**src/rtl/cordic_sincos_ctrl_pkg.sv**
```systemverilog
// cordic_sincos_ctrl_pkg: shared CORDIC constants (Q3.30 angles, mode encoding)
package cordic_sincos_ctrl_pkg;
    localparam int PI_FRAC = 30;
    localparam logic signed [63:0] PI      = 64'sd3373259426;
    localparam logic signed [63:0] PI_HALF = 64'sd1686629713;
    typedef enum logic [1:0] {
        MODE_LIN  = 2'b00,
        MODE_CIRC = 2'b01,
        MODE_HYP  = 2'b11
    } cd_mode_e;
endpackage

```
**src/rtl/cordic_sincos_ctrl_if.sv**
```systemverilog
// cordic_sincos_ctrl_if: request, CORDIC job/result and result buses of the sin/cos controller
//   slave  : controller view (takes requests and CORDIC results, drives jobs and results)
//   master : environment view (issues requests, plays the CORDIC, consumes results)
interface cordic_sincos_ctrl_if #(
    parameter int BITS  = 33,
    parameter int TAG_W = 4
);
    logic                    i_valid;
    logic signed [BITS-1:0]  i_angle;
    logic [TAG_W-1:0]        i_tag;
    logic                    o_ready;
    logic                    o_cd_valid;
    logic signed [BITS-1:0]  o_cd_x;
    logic signed [BITS-1:0]  o_cd_y;
    logic signed [BITS-1:0]  o_cd_z;
    logic [1:0]              o_cd_mode;
    logic                    o_cd_rot_en;
    logic                    i_cd_valid;
    logic signed [BITS-1:0]  i_cd_x;
    logic signed [BITS-1:0]  i_cd_y;
    logic [1:0]              i_cd_mode;
    logic                    i_cd_rot_en;
    logic                    o_valid;
    logic signed [BITS-1:0]  o_cos;
    logic signed [BITS-1:0]  o_sin;
    logic [TAG_W-1:0]        o_tag;
    logic                    i_ready;
    logic                    o_err;
    modport slave (
        input  i_valid, i_angle, i_tag, i_cd_valid, i_cd_x, i_cd_y, i_cd_mode, i_cd_rot_en, i_ready,
        output o_ready, o_cd_valid, o_cd_x, o_cd_y, o_cd_z, o_cd_mode, o_cd_rot_en,
               o_valid, o_cos, o_sin, o_tag, o_err
    );
    modport master (
        output i_valid, i_angle, i_tag, i_cd_valid, i_cd_x, i_cd_y, i_cd_mode, i_cd_rot_en, i_ready,
        input  o_ready, o_cd_valid, o_cd_x, o_cd_y, o_cd_z, o_cd_mode, o_cd_rot_en,
               o_valid, o_cos, o_sin, o_tag, o_err
    );
endinterface

```
**src/rtl/cordic_sync_fifo.sv**
```systemverilog
// cordic_sync_fifo: show-ahead synchronous FIFO
//   i_push/i_data write, i_pop consumes the head shown on o_data; o_full/o_empty/o_count status.
//   A push while full is taken only when a pop frees the slot in the same cycle.
module cordic_sync_fifo #(
    parameter int WIDTH = 8,
    parameter int DEPTH = 16
) (
    input  logic                     i_clk,
    input  logic                     i_rst,
    input  logic                     i_push,
    input  logic [WIDTH-1:0]         i_data,
    input  logic                     i_pop,
    output logic [WIDTH-1:0]         o_data,
    output logic                     o_full,
    output logic                     o_empty,
    output logic [$clog2(DEPTH):0]   o_count
);
    localparam int AW = $clog2(DEPTH);
    logic [WIDTH-1:0] mem [DEPTH];
    logic [AW-1:0]    wptr, rptr;
    logic             wr, rd;
    assign o_full  = o_count == (AW+1)'(DEPTH);
    assign o_empty = o_count == '0;
    assign wr      = i_push && (!o_full || i_pop);
    assign rd      = i_pop && !o_empty;
    assign o_data  = mem[rptr];
    always_ff @(posedge i_clk) begin
        if (wr) mem[wptr] <= i_data;
    end
    always_ff @(posedge i_clk) begin
        if (i_rst) begin
            wptr    <= '0;
            rptr    <= '0;
            o_count <= '0;
        end else begin
            wptr    <= wptr + AW'(wr);
            rptr    <= rptr + AW'(rd);
            o_count <= o_count + (AW+1)'(wr) - (AW+1)'(rd);
        end
    end
endmodule

```
**src/rtl/cordic_sincos_ctrl.sv**
```systemverilog
// cordic_sincos_ctrl: flow-controlled sin/cos front/back end around a fixed-latency CORDIC
//   i_clk, i_rst : clock, synchronous active-high reset (shared with the CORDIC pipeline)
//   bus          : request (i_valid/i_angle/i_tag/o_ready), CORDIC job (o_cd_*),
//                  CORDIC result (i_cd_*), result (o_valid/o_cos/o_sin/o_tag/i_ready), sticky o_err
module cordic_sincos_ctrl
    import cordic_sincos_ctrl_pkg::*;
#(
    parameter int BITS      = 33,
    parameter int FRAC      = 30,
    parameter int TAG_W     = 4,
    parameter int OUT_DEPTH = 16
) (
    input logic               i_clk,
    input logic               i_rst,
    cordic_sincos_ctrl_if.slave bus
);
    localparam int CW = $clog2(OUT_DEPTH + 1);
    localparam int SW = 1 + TAG_W;
    localparam int RW = 2 * BITS + TAG_W;
    localparam int QW = $clog2(OUT_DEPTH) + 1;
    localparam logic signed [BITS-1:0] PI_Q  = BITS'(PI >>> (PI_FRAC - FRAC));
    localparam logic signed [BITS-1:0] PIH_Q = BITS'(PI_HALF >>> (PI_FRAC - FRAC));
    logic [CW-1:0]          credits;
    logic                   accept, gt, lt, neg, cd_ok, ret, bad, res_pop;
    logic signed [BITS-1:0] z_red, cd_z, cos_c, sin_c, h_cos, h_sin;
    logic                   cd_valid, err;
    logic [SW-1:0]          sb_q;
    logic [RW-1:0]          res_q;
    logic [TAG_W-1:0]       h_tag;
    logic                   sb_full, sb_empty, res_full, res_empty;
    logic [QW-1:0]          sb_count, res_count;
    // Range reduction: anything beyond +-pi/2 is shifted by pi and flagged for sign correction.
    always_comb begin
        gt    = bus.i_angle > PIH_Q;
        lt    = bus.i_angle < -PIH_Q;
        neg   = gt || lt;
        z_red = gt ? bus.i_angle - PI_Q : lt ? bus.i_angle + PI_Q : bus.i_angle;
    end
    assign bus.o_ready = (credits != '0) && !i_rst;
    assign accept      = bus.i_valid && bus.o_ready;
    assign res_pop     = !res_empty && bus.i_ready;
    always_ff @(posedge i_clk) begin
        if (i_rst) begin
            credits  <= CW'(OUT_DEPTH);
            cd_valid <= 1'b0;
            cd_z     <= '0;
        end else begin
            credits  <= credits - CW'(accept) + CW'(res_pop);
            cd_valid <= accept;
            if (accept) cd_z <= z_red;
        end
    end
    assign bus.o_cd_valid  = cd_valid;
    assign bus.o_cd_z      = cd_z;
    assign bus.o_cd_x      = '0;
    assign bus.o_cd_y      = '0;
    assign bus.o_cd_mode   = MODE_CIRC;
    assign bus.o_cd_rot_en = 1'b1;
    // A returning result is only trusted if it matches an issued job and came back in rotation mode.
    assign cd_ok = bus.i_cd_mode == MODE_CIRC && bus.i_cd_rot_en;
    assign ret   = bus.i_cd_valid && !sb_empty && cd_ok;
    assign bad   = bus.i_cd_valid && (sb_empty || !cd_ok);
    assign cos_c = sb_q[TAG_W] ? -bus.i_cd_x : bus.i_cd_x;
    assign sin_c = sb_q[TAG_W] ? -bus.i_cd_y : bus.i_cd_y;
    always_ff @(posedge i_clk) begin
        if (i_rst) err <= 1'b0;
        else if (bad) err <= 1'b1;
    end
    assign bus.o_err = err;
    cordic_sync_fifo #(.WIDTH(SW), .DEPTH(OUT_DEPTH)) u_sb (
        .i_clk   (i_clk),
        .i_rst   (i_rst),
        .i_push  (accept),
        .i_data  ({neg, bus.i_tag}),
        .i_pop   (ret),
        .o_data  (sb_q),
        .o_full  (sb_full),
        .o_empty (sb_empty),
        .o_count (sb_count)
    );
    cordic_sync_fifo #(.WIDTH(RW), .DEPTH(OUT_DEPTH)) u_res (
        .i_clk   (i_clk),
        .i_rst   (i_rst),
        .i_push  (ret),
        .i_data  ({cos_c, sin_c, sb_q[TAG_W-1:0]}),
        .i_pop   (res_pop),
        .o_data  (res_q),
        .o_full  (res_full),
        .o_empty (res_empty),
        .o_count (res_count)
    );
    assign {h_cos, h_sin, h_tag} = res_q;
    // Head is masked while empty so the outputs read 0 after reset rather than stale memory.
    assign bus.o_valid = !res_empty;
    assign bus.o_cos   = res_empty ? '0 : h_cos;
    assign bus.o_sin   = res_empty ? '0 : h_sin;
    assign bus.o_tag   = res_empty ? '0 : h_tag;
    // Every credit is either free, an in-flight job, or a stored result.
    a_credit: assert property (@(posedge i_clk) disable iff (i_rst)
        32'(credits) + 32'(sb_count) + 32'(res_count) == OUT_DEPTH);
    a_sb_room: assert property (@(posedge i_clk) disable iff (i_rst) !(accept && sb_full));
    a_res_room: assert property (@(posedge i_clk) disable iff (i_rst) !(ret && res_full && !res_pop));
endmodule

```
**src/flat_wrapper.sv**
```systemverilog
// flat-port wrapper written by rule: the top's interface ports become plain ports
module cordic_sincos_ctrl_flat import cordic_sincos_ctrl_pkg::*;
#(
    parameter int BITS      = 33,
    parameter int FRAC      = 30,
    parameter int TAG_W     = 4,
    parameter int OUT_DEPTH = 16
)
  (i_clk, i_rst, bus_i_valid, bus_i_angle, bus_i_tag, bus_i_cd_valid, bus_i_cd_x, bus_i_cd_y, bus_i_cd_mode, bus_i_cd_rot_en, bus_i_ready, bus_o_ready, bus_o_cd_valid, bus_o_cd_x, bus_o_cd_y, bus_o_cd_z, bus_o_cd_mode, bus_o_cd_rot_en, bus_o_valid, bus_o_cos, bus_o_sin, bus_o_tag, bus_o_err);
  cordic_sincos_ctrl_if #(.BITS(BITS), .TAG_W(TAG_W)) bus_i ();
  input logic i_clk;
  input logic i_rst;
  input wire logic [$bits(bus_i.i_valid)-1:0] bus_i_valid;
  input wire logic [$bits(bus_i.i_angle)-1:0] bus_i_angle;
  input wire logic [$bits(bus_i.i_tag)-1:0] bus_i_tag;
  input wire logic [$bits(bus_i.i_cd_valid)-1:0] bus_i_cd_valid;
  input wire logic [$bits(bus_i.i_cd_x)-1:0] bus_i_cd_x;
  input wire logic [$bits(bus_i.i_cd_y)-1:0] bus_i_cd_y;
  input wire logic [$bits(bus_i.i_cd_mode)-1:0] bus_i_cd_mode;
  input wire logic [$bits(bus_i.i_cd_rot_en)-1:0] bus_i_cd_rot_en;
  input wire logic [$bits(bus_i.i_ready)-1:0] bus_i_ready;
  output wire logic [$bits(bus_i.o_ready)-1:0] bus_o_ready;
  output wire logic [$bits(bus_i.o_cd_valid)-1:0] bus_o_cd_valid;
  output wire logic [$bits(bus_i.o_cd_x)-1:0] bus_o_cd_x;
  output wire logic [$bits(bus_i.o_cd_y)-1:0] bus_o_cd_y;
  output wire logic [$bits(bus_i.o_cd_z)-1:0] bus_o_cd_z;
  output wire logic [$bits(bus_i.o_cd_mode)-1:0] bus_o_cd_mode;
  output wire logic [$bits(bus_i.o_cd_rot_en)-1:0] bus_o_cd_rot_en;
  output wire logic [$bits(bus_i.o_valid)-1:0] bus_o_valid;
  output wire logic [$bits(bus_i.o_cos)-1:0] bus_o_cos;
  output wire logic [$bits(bus_i.o_sin)-1:0] bus_o_sin;
  output wire logic [$bits(bus_i.o_tag)-1:0] bus_o_tag;
  output wire logic [$bits(bus_i.o_err)-1:0] bus_o_err;
  assign bus_i.i_valid = bus_i_valid;
  assign bus_i.i_angle = bus_i_angle;
  assign bus_i.i_tag = bus_i_tag;
  assign bus_i.i_cd_valid = bus_i_cd_valid;
  assign bus_i.i_cd_x = bus_i_cd_x;
  assign bus_i.i_cd_y = bus_i_cd_y;
  assign bus_i.i_cd_mode = bus_i_cd_mode;
  assign bus_i.i_cd_rot_en = bus_i_cd_rot_en;
  assign bus_i.i_ready = bus_i_ready;
  assign bus_o_ready = bus_i.o_ready;
  assign bus_o_cd_valid = bus_i.o_cd_valid;
  assign bus_o_cd_x = bus_i.o_cd_x;
  assign bus_o_cd_y = bus_i.o_cd_y;
  assign bus_o_cd_z = bus_i.o_cd_z;
  assign bus_o_cd_mode = bus_i.o_cd_mode;
  assign bus_o_cd_rot_en = bus_i.o_cd_rot_en;
  assign bus_o_valid = bus_i.o_valid;
  assign bus_o_cos = bus_i.o_cos;
  assign bus_o_sin = bus_i.o_sin;
  assign bus_o_tag = bus_i.o_tag;
  assign bus_o_err = bus_i.o_err;
  cordic_sincos_ctrl #(.BITS(BITS), .FRAC(FRAC), .TAG_W(TAG_W), .OUT_DEPTH(OUT_DEPTH)) u_core (.i_clk(i_clk), .i_rst(i_rst), .bus(bus_i));
endmodule
```
**config.mk**
```make
export PLATFORM = sky130hd
export DESIGN_NAME = cordic_sincos_ctrl_flat
export DESIGN_NICKNAME = d
export VERILOG_FILES = /design/src/rtl/cordic_sincos_ctrl_pkg.sv /design/src/rtl/cordic_sincos_ctrl_if.sv /design/src/rtl/cordic_sync_fifo.sv /design/src/rtl/cordic_sincos_ctrl.sv /design/src/flat_wrapper.sv
export SDC_FILE = /design/constraint.sdc
export NUM_CORES = 1
export LEC_CHECK = 0
export BUFFER_PORTS_ARGS = -buffer_cell sky130_fd_sc_hd__buf_4
export CAP_MARGIN = 20
export CORE_MARGIN = 3
export CORE_UTILIZATION = 30
export DETAILED_ROUTE_END_ITERATION = 12
export GPL_ROUTABILITY_DRIVEN = 0
export PLACE_DENSITY_LB_ADDON = 0.15
export SYNTH_ARGS = -nofsm -noshare
export SYNTH_HDL_FRONTEND = slang
export SYNTH_SLANG_ARGS = --single-unit
```
**constraint.sdc**
```tcl
create_clock -name i_clk -period 12.85 [get_ports i_clk]
set_clock_uncertainty 0.2 [all_clocks]
set_input_delay 3.855 -clock i_clk [delete_from_list [all_inputs] [get_ports i_clk]]
set_output_delay 3.855 -clock i_clk [all_outputs]
set_load 0.03 [all_outputs]
```
==> impl_results.md, run 1 <==
* Wire length of the first global-routing pass at 198000 um
* Slowest CP cell: dfxtp_4
* Initial antenna violation count at 6
* Final hold vios at 0
* Setup bufs post-CTS at 0
* CP cell instances: buf_4 > buf_4 > mux4_2 > mux4_2 > nor2b_1 > buf_4
* Final setup vio count at 0
* Setup ws final at 3.99 ns
* GR met2 Demand/Resource at 26.5%
* I/O pin count at around 290
* Mapped Cells at 2623
* Drt total wl at 137000 um
* Via-per-instance ratio at 4.89
* Crit path DAT at 4.81 ns
* Initial Util at ~30%
* CTS root buffer: clkbuf_16
* DP Cell Count at around 5100
* CTS tree: yes
* Busiest grt layer: met2
* Tcrit/Tclk final at approximately 69%
* Clk pwr share at around a third
* Die Span Y at 422 um
* Crit end category: output port
* Logic gate share of total power at a little under a quarter
* Area occupied by multi-input gates at roughly 14000 um2
* Share of layout cells above drive strength 1 at ~31%
* First drt pass iteration count at 6
* Final #Nets at 3097
* Switching Power at between 3 and 4 mW
* Pwr/cell area at between 150 and 200 nW/um2
* Final Total Pwr at about 11 mW
* Status: finished, final reports clean
* Internal power at ~8.1 mW
* Max-cap violations at 0
* Sequential fraction of design power at approximately 43%
* Placed inst area at ~56000 um2
* Post-place setup slack at slightly above 4 ns
* Slew HR at between 20% and 30%
* Met3 usage at 2.61%
* Clock-pin slew on the worst setup and hold paths at roughly 0.060 ns
* Seq/Total Area, Yosys at a little under three quarters
* Worst slew pin tran at 1.14 ns
* Drt wl/cell at approximately 25 um
* R2R setup slack at approximately 8.4 ns
* Clock Tree Buf Depth at 3
* Sequential cell area at roughly 37000 um2
* Dominant synthesized flop cell: edfxtp_1
* Syn avg cell area at ~20 um2
* HPWL Detailed at about 76000 um
* GRT Overall Usage at between 10% and 20%
* Post-cts sizing count at 0
* RSZ-0062 raised after global routing: false
* Synth-to-layout area growth at 18.0%
* Worst-skew pair later-pin latency at ~0.77 ns
* Final Slew Violations at 0
* Largest net degree at the start of global routing at 98
* Drt drc at 0
* Fmax at around 0.11 GHz
* Clock Sinks at approximately 1300
* Async set-reset flop share out of synthesis at 0%
* Antenna viol nets, final at 0
* Post-synthesis cell area at roughly 52000 um2
* CP startpoint kind: flip-flop
* Top cell by count, worst path: buf_4
* Overflow left after global routing at 0
* Hold_buf cts at 0
* Yosys warns at 0
* CP max FO at 66
* # rows at roughly 150
* Die extent in x at 422 um
* Synthesis-stage register bit count at 1266
* Peak VDD IR at about 0.13 mV
* Vias in the first global route at approximately 28000
* Worst EP required at just under 9 ns
* Met1 usage at between 10% and 20%
* HP Class: flip-flop to flip-flop
* LEAKAGE at slightly below 20 nW
* Fin util at between 30% and 40%
* Netlist cell types at 78
* Min cycle time layout at 8.86 ns
* Post-synth EDFFs at 1200
* Die area at 178000 um2
* CTS Buf Count at roughly 140
* Initial DRC count at about 1900
* Total number of vias at about 26000
* Finished Layout Cells at 5378
* Final TNS setup at 0 ns
* H-tree depth at 4
* Final instance area at between 60000 and 70000 um2
* Sw frac at between 20% and 30%
* WHS at ~0.26 ns
* Fill cells at ~16000
* Crit path largest cell delay at 1.07 ns
* Core footprint at between 150000 and 200000 um2
* Crit path kind: flip-flop to output port
* IO buf count at 217
-- routing by layer --
metal | share of wire [%] | up-vias
li1 | - | 11301
met1 | 42 | 14154
met2 | 52 | 633
met3 | 4.0 | 192
met4 | 1.9 | 0
met5 | 0 | -
-- worst paths after layout --
path / from / to / cells after the start
max reg2reg: u_core.u_sb.o_count[2] / u_core.u_res.mem[0][42] / 11
max: u_core.u_res.rptr[1] / bus_o_cos[1] / 6
min: u_core.bus.o_cd_z[0] / u_core.bus.o_cd_z[0] / 2
min reg2reg: u_core.bus.o_cd_z[0] / u_core.bus.o_cd_z[0] / 2
-- logic make-up (layout without fill, tap and decap cells) --
logic type | after synthesis | after routing | synth area share, %
buffers and inverters | 258 | 635 | 2.37
other | 2 | 70 | 0.0145
AO/OA/AOI/OAI | 199 | 199 | 2.65
XOR/XNOR | 102 | 102 | 1.72
flip-flops | 1266 | 1266 | 71.9
AND/OR/NAND/NOR | 386 | 386 | 4.16
multiplexers | 377 | 377 | 16.3
adder cells (fa/ha/maj) | 33 | 33 | 0.838
-- state kept, by name (all words and copies together), names as in the netlist --
| name | count |
|---|---|
| u_core.u_res.mem | 1120 |
| u_core.u_res.wptr | 4 |
| u_core.bus.o_cd_z | 33 |
| u_core.u_sb.o_count | 5 |
| u_core.u_res.o_count | 5 |
| u_core.u_sb.wptr | 4 |
| u_core.credits | 5 |
| u_core.u_sb.rptr | 4 |
| u_core.bus.o_err | 1 |
| u_core.u_res.rptr | 4 |
| u_core.u_sb.mem | 80 |
| u_core.bus.o_cd_valid | 1 |
-- cell usage in the layout (no fill, tap or decap), types with 12 or more instances in the layout --
master        n
dfxtp_1      62
nand3_1      50
clkinv_2     23
ha_1         30
nor2_4       13
buf_4       324
nor2_1       68
clkbuf_16   146
inv_1        47
mux4_2      374
nor3_1       14
conb_1       69
clkbuf_1     29
nand2_1      46
xor2_1       15
or3_1        14
clkinv_1     35
a21oi_1      24
edfxtp_1   1200
or2_2        12
nor2b_1      84
o31ai_1      23
o21ai_0      63
xnor2_1      85
-- area by class of cell --
class	count	area share, %
Antenna cell	1	0.00408
Clock buffer	176	6.16
Clock inverter	84	1.30
Inverter	47	0.288
Multi-Input combinational cell	1166	22.4
Sequential cell	1266	61.0
Tap cell	2310	4.72
Timing Repair Buffer	328	4.08
-- power groups by stage --
stage / sequential (mW) / combinational [mW] / clock, mW
after floorplan: 4.89 / 1.75 / 0
after global placement: 4.92 / 2.55 / 0
after detailed placement: 4.93 / 2.61 / 0
after CTS: 4.84 / 2.61 / 4.10
after global routing: 4.84 / 2.77 / 4.26
final: 4.83 / 2.57 / 3.96
-- Yosys cell counts (all sizes together), types with 14 or more instances --
library cell | n | area share [%]
nor2b | 84 | 1.0
nand3 | 50 | 0.48
nor2 | 81 | 0.59
buf | 107 | 1.3
ha | 30 | 0.72
dfxtp | 66 | 2.5
nand2 | 47 | 0.34
o31ai | 24 | 0.36
o21ai | 63 | 0.61
edfxtp | 1200 | 69
mux4 | 375 | 16
clkbuf | 104 | 0.75
xor2 | 15 | 0.25
a21oi | 24 | 0.23
or4 | 14 | 0.22
or3 | 17 | 0.23
xnor2 | 87 | 1.5
inv | 47 | 0.34
nor3 | 19 | 0.20
nor4 | 15 | 0.27
-- worst max-delay path, delay by kind of cell (launching register included) --
family,cells,cell delay (ns)
AND/OR/NAND/NOR,1,0.24
multiplexers,2,0.92
flip-flops,1,1.07
buffers and inverters,3,1.72
(Power assumes the default switching activity.)
==> run 2: changes to the inputs <==
--- a/config.mk
+++ b/config.mk
@@ -5,6 +5,7 @@
 export SDC_FILE = /design/constraint.sdc
 export NUM_CORES = 1
 export LEC_CHECK = 0
+export ABC_AREA = 1
 export BUFFER_PORTS_ARGS = -buffer_cell sky130_fd_sc_hd__buf_4
 export CAP_MARGIN = 20
 export CORE_MARGIN = 3
==> constraint.sdc (replaced) <==
create_clock -name i_clk -period 7.35 [get_ports i_clk]
set_clock_uncertainty 0.2 [all_clocks]
set_input_delay 2.205 -clock i_clk [delete_from_list [all_inputs] [get_ports i_clk]]
set_output_delay 2.205 -clock i_clk [all_outputs]
set_load 0.03 [all_outputs]
==> run 2 against run 1 <==
Net effect: global-route usage is 2.8 points higher; critical path depth is 1 higher; setup slack got worse by 3.1 ns; synthesized cell count grew 80%; total power increased by 82%; first-iteration DRC count up 61%; sequential share of layout area decreased by 2.5 points; largest power group unchanged.
==> impl_results.md, run 2 <==
* Status: finished, final reports clean (unchanged)
* Setup bufs post-CTS at 0 (unchanged)
* Post-place setup slack at 1.60 ns (was 4.12 ns)
* IO buf count at 217 (unchanged)
* Most common cell after layout, fill and taps aside: edfxtp_1 (unchanged)
* Share of the synthesized area in the top cell type at 65.6% (was 69.4%)
* Worst-skew pair later-pin latency at 0.76 ns (was 0.77 ns)
* Synth-to-layout area growth at 16.3% (was 18.0%)
* First drt pass iteration count at 6 (unchanged)
* Netlist cell types at 53 (was 78)
* Most instantiated library cell after synthesis: edfxtp_1 (unchanged)
* Max-cap violations at 0 (unchanged)
* Post-synth EDFFs at 1200 (unchanged)
* Drt total wl at 172000 um (was 137000 um)
* Top cell by count, worst path: buf_4 (unchanged)
* Drt wl/cell at 23.3 um (was 25.5 um)
* Worst EP required at 4.95 ns (was 8.80 ns)
* Synth top area cells: edfxtp_1 (66%), o21ai_0 (5.9%), nor2_1 (5.3%) (was edfxtp_1 (69%), mux4_2 (16%), dfxtp_1 (2.5%))
* Die Span Y at 434 um (was 422 um)
* Met3 usage at 2.78% (was 2.61%)
* Largest register FFs at 1120 (unchanged)
* Vias in the first global route at 36648 (was 28391)
* Met1 usage at 23.5% (was 19.6%)
* Die area at 188000 um2 (was 178000 um2)
* Total number of vias at 37576 (was 26280)
* Synthesis-stage register bit count at 1266 (unchanged)
* Share of layout cells above drive strength 1 at 12.5% (was 31.3%)
* HPWL Detailed at 97600 um (was 75900 um)
* DP Cell Count at 7119 (was 5079)
* Yosys warns at 0 (unchanged)
* H-tree depth at 4 (unchanged)
* Crit path DAT at 4.02 ns (was 4.81 ns)
* LEAKAGE at 21.6 nW (was 19.2 nW)
* Most frequent cells in the layout: edfxtp_1 (1200), nor2_1 (765), o21ai_0 (644) (was edfxtp_1 (1200), mux4_2 (374), buf_4 (324))
* CP cell instances: buf_12 > buf_4 > o21ai_0 > o221ai_1 > nand3_1 > a21oi_1 > buf_4 (was buf_4 > buf_4 > mux4_2 > mux4_2 > nor2b_1 > buf_4)
* WHS at 0.267 ns (was 0.262 ns)
* Clock-pin slew on the worst setup and hold paths at 0.06 ns (about the same)
* Fin util at 35.2% (was 35.7%)
* R2R depth at 11 (unchanged)
* Hold depth at 2 (unchanged)
* CP startpoint kind: flip-flop (unchanged)
* Core footprint at 181000 um2 (was 172000 um2)
* Final Slew Violations at 0 (unchanged)
* Syn avg cell area at 11.6 um2 (was 19.8 um2)
* Die extent in x at 434 um (was 422 um)
* Initial DRC count at 3066 (was 1905)
* CTS root buffer: clkbuf_16 (unchanged)
* Busiest grt layer: met2 (unchanged)
* Largest net degree at the start of global routing at 167 (was 98)
* Initial antenna violation count at 2 (was 6)
* Finished Layout Cells at 7394 (was 5378)
* Post-cts sizing count at 0 (unchanged)
* CTS Buf Count at 146 (was 144)
* Drt drc at 0 (unchanged)
* Top cells by count, synth: edfxtp_1 (1200), nor2_1 (782), o21ai_0 (648), nand2_1 (402), clkbuf_1 (213) (was edfxtp_1 (1200), mux4_2 (375), clkbuf_1 (103), xnor2_1 (87), nor2b_1 (84))
* Hold_buf cts at 0 (unchanged)
* CTS tree: yes (unchanged)
* Pwr/cell area at 324 nW/um2 (was 185 nW/um2)
* CP max FO at 150 (was 66)
* Final hold vios at 0 (unchanged)
* Peak VDD IR at 0.251 mV (was 0.131 mV)
* Crit path kind: flip-flop to output port (unchanged)
* Antenna viol nets, final at 0 (unchanged)
* Clock Sinks at 1266 (unchanged)
* Mapped Cells at 4726 (was 2623)
* Final TNS setup at 0 ns (unchanged)
* Overflow left after global routing at 0 (unchanged)
* Min cycle time layout at around 6.4 ns
* Wire length of the first global-routing pass at 252000 um (was 198000 um)
* Fill cells at 17900 (was 15929)
* Crit path depth at 7 (was 6)
* Crit end category: output port (unchanged)
* RSZ-0062 raised after global routing: false (unchanged)
* I/O pin count at 287 (unchanged)
* Most flops, register: u_core.u_res.mem (unchanged)
* Dominant synthesized flop cell: edfxtp_1 (unchanged)
* WP buf/inv at 3 (unchanged)
* GR met2 Demand/Resource at 31.1% (was 26.5%)
* Post-synthesis cell area at 54900 um2 (was 51900 um2)
* GRT Overall Usage at 18.0% (was 15.2%)
* Final #Nets at 5060 (was 3097)
* Async set-reset flop share out of synthesis at 0% (unchanged)
* Cell taking the most area after synthesis: edfxtp_1 (unchanged)
* CP top delay family: buffers and inverters (unchanged)
* Slowest CP cell: dfxtp_4 (unchanged)
* Slew HR at 23.3% (was 23.4%)
* Final setup vio count at 0 (unchanged)
* Worst slew pin tran at 1.15 ns (was 1.14 ns)
* Tcrit/Tclk final at 87.5%
* HP Class: flip-flop to flip-flop (unchanged)
* Setup ws final at 0.922 ns (was 3.99 ns)
* # rows at 156 (was 152)
* Fmax at ~0.16 GHz
* Crit path largest cell delay at 0.72 ns (was 1.07 ns)
* Via-per-instance ratio at 5.08 (was 4.89)
* Initial Util at 30.3% (was 30.2%)
* Seq/Total Area, Yosys at 68.0% (was 71.9%)
* Clock Tree Buf Depth at 3 (unchanged)
[run 2: worst min-delay path, stage by stage, from the launching register on]
cell and delay [ns]:
dfxtp_1 0.31, nand2_1 0.06, a21oi_1 0.05
[run 2: kinds of logic (layout without fill, tap and decap cells)]
family,count (synthesis),in the layout,synth area share (%)
fa+ha+maj,33,33,0.793
xor+xnor,89,89,1.42
mux,16,16,0.292
compound gates,1231,1231,13.4
other cells,2,72,0.0137
simple gates,1478,1478,11.1
flops,1266,1266,68.0
buf+inv,611,839,4.95
[run 2: worst paths after layout]
path	start	end	slack [ns]
setup / recovery	u_core.u_res.rptr[0]	bus_o_cos[11]	0.92
hold / removal	u_core.bus.o_cd_z[29]	u_core.bus.o_cd_z[29]	0.27
setup reg to reg	u_core.u_sb.rptr[0]	u_core.u_res.mem[3][62]	2.46
hold reg to reg	u_core.bus.o_cd_z[29]	u_core.bus.o_cd_z[29]	0.27
[run 2: power by group]
group | switching, mW | internal [mW]
sequential | 0.0978 | 8.32
clock | 2.93 | 3.95
combinational | 3.91 | 1.48
[run 2: through the flow]
stage / power (mW) / instance area [um2]
detailed placement: 14.0 / 59200
finish: 20.7 / 63900
CTS: 21.0 / 63700
global placement: 14.0 / 59100
global route: 21.7 / 63900
floorplan: 11.9 / 55200
[run 2: final cells by class]
class                      count  area, um2  share of cell area, %
tap                         2370       2970                   4.64
antenna                        3       7.51                 0.0118
sequential                  1266      37400                   58.5
inverter                     236        910                   1.42
multi-input combinational   2916      15200                   23.9
clock inverter                70        564                  0.884
clock buffer                 183       3880                   6.07
timing repair buffer         350       2910                   4.56
[run 2: metal layers]
layer,wire (um),up-vias
met3,8390,196
met4,3380,0
li1,-,17489
met5,0,-
met1,74500,18857
met2,86100,1034
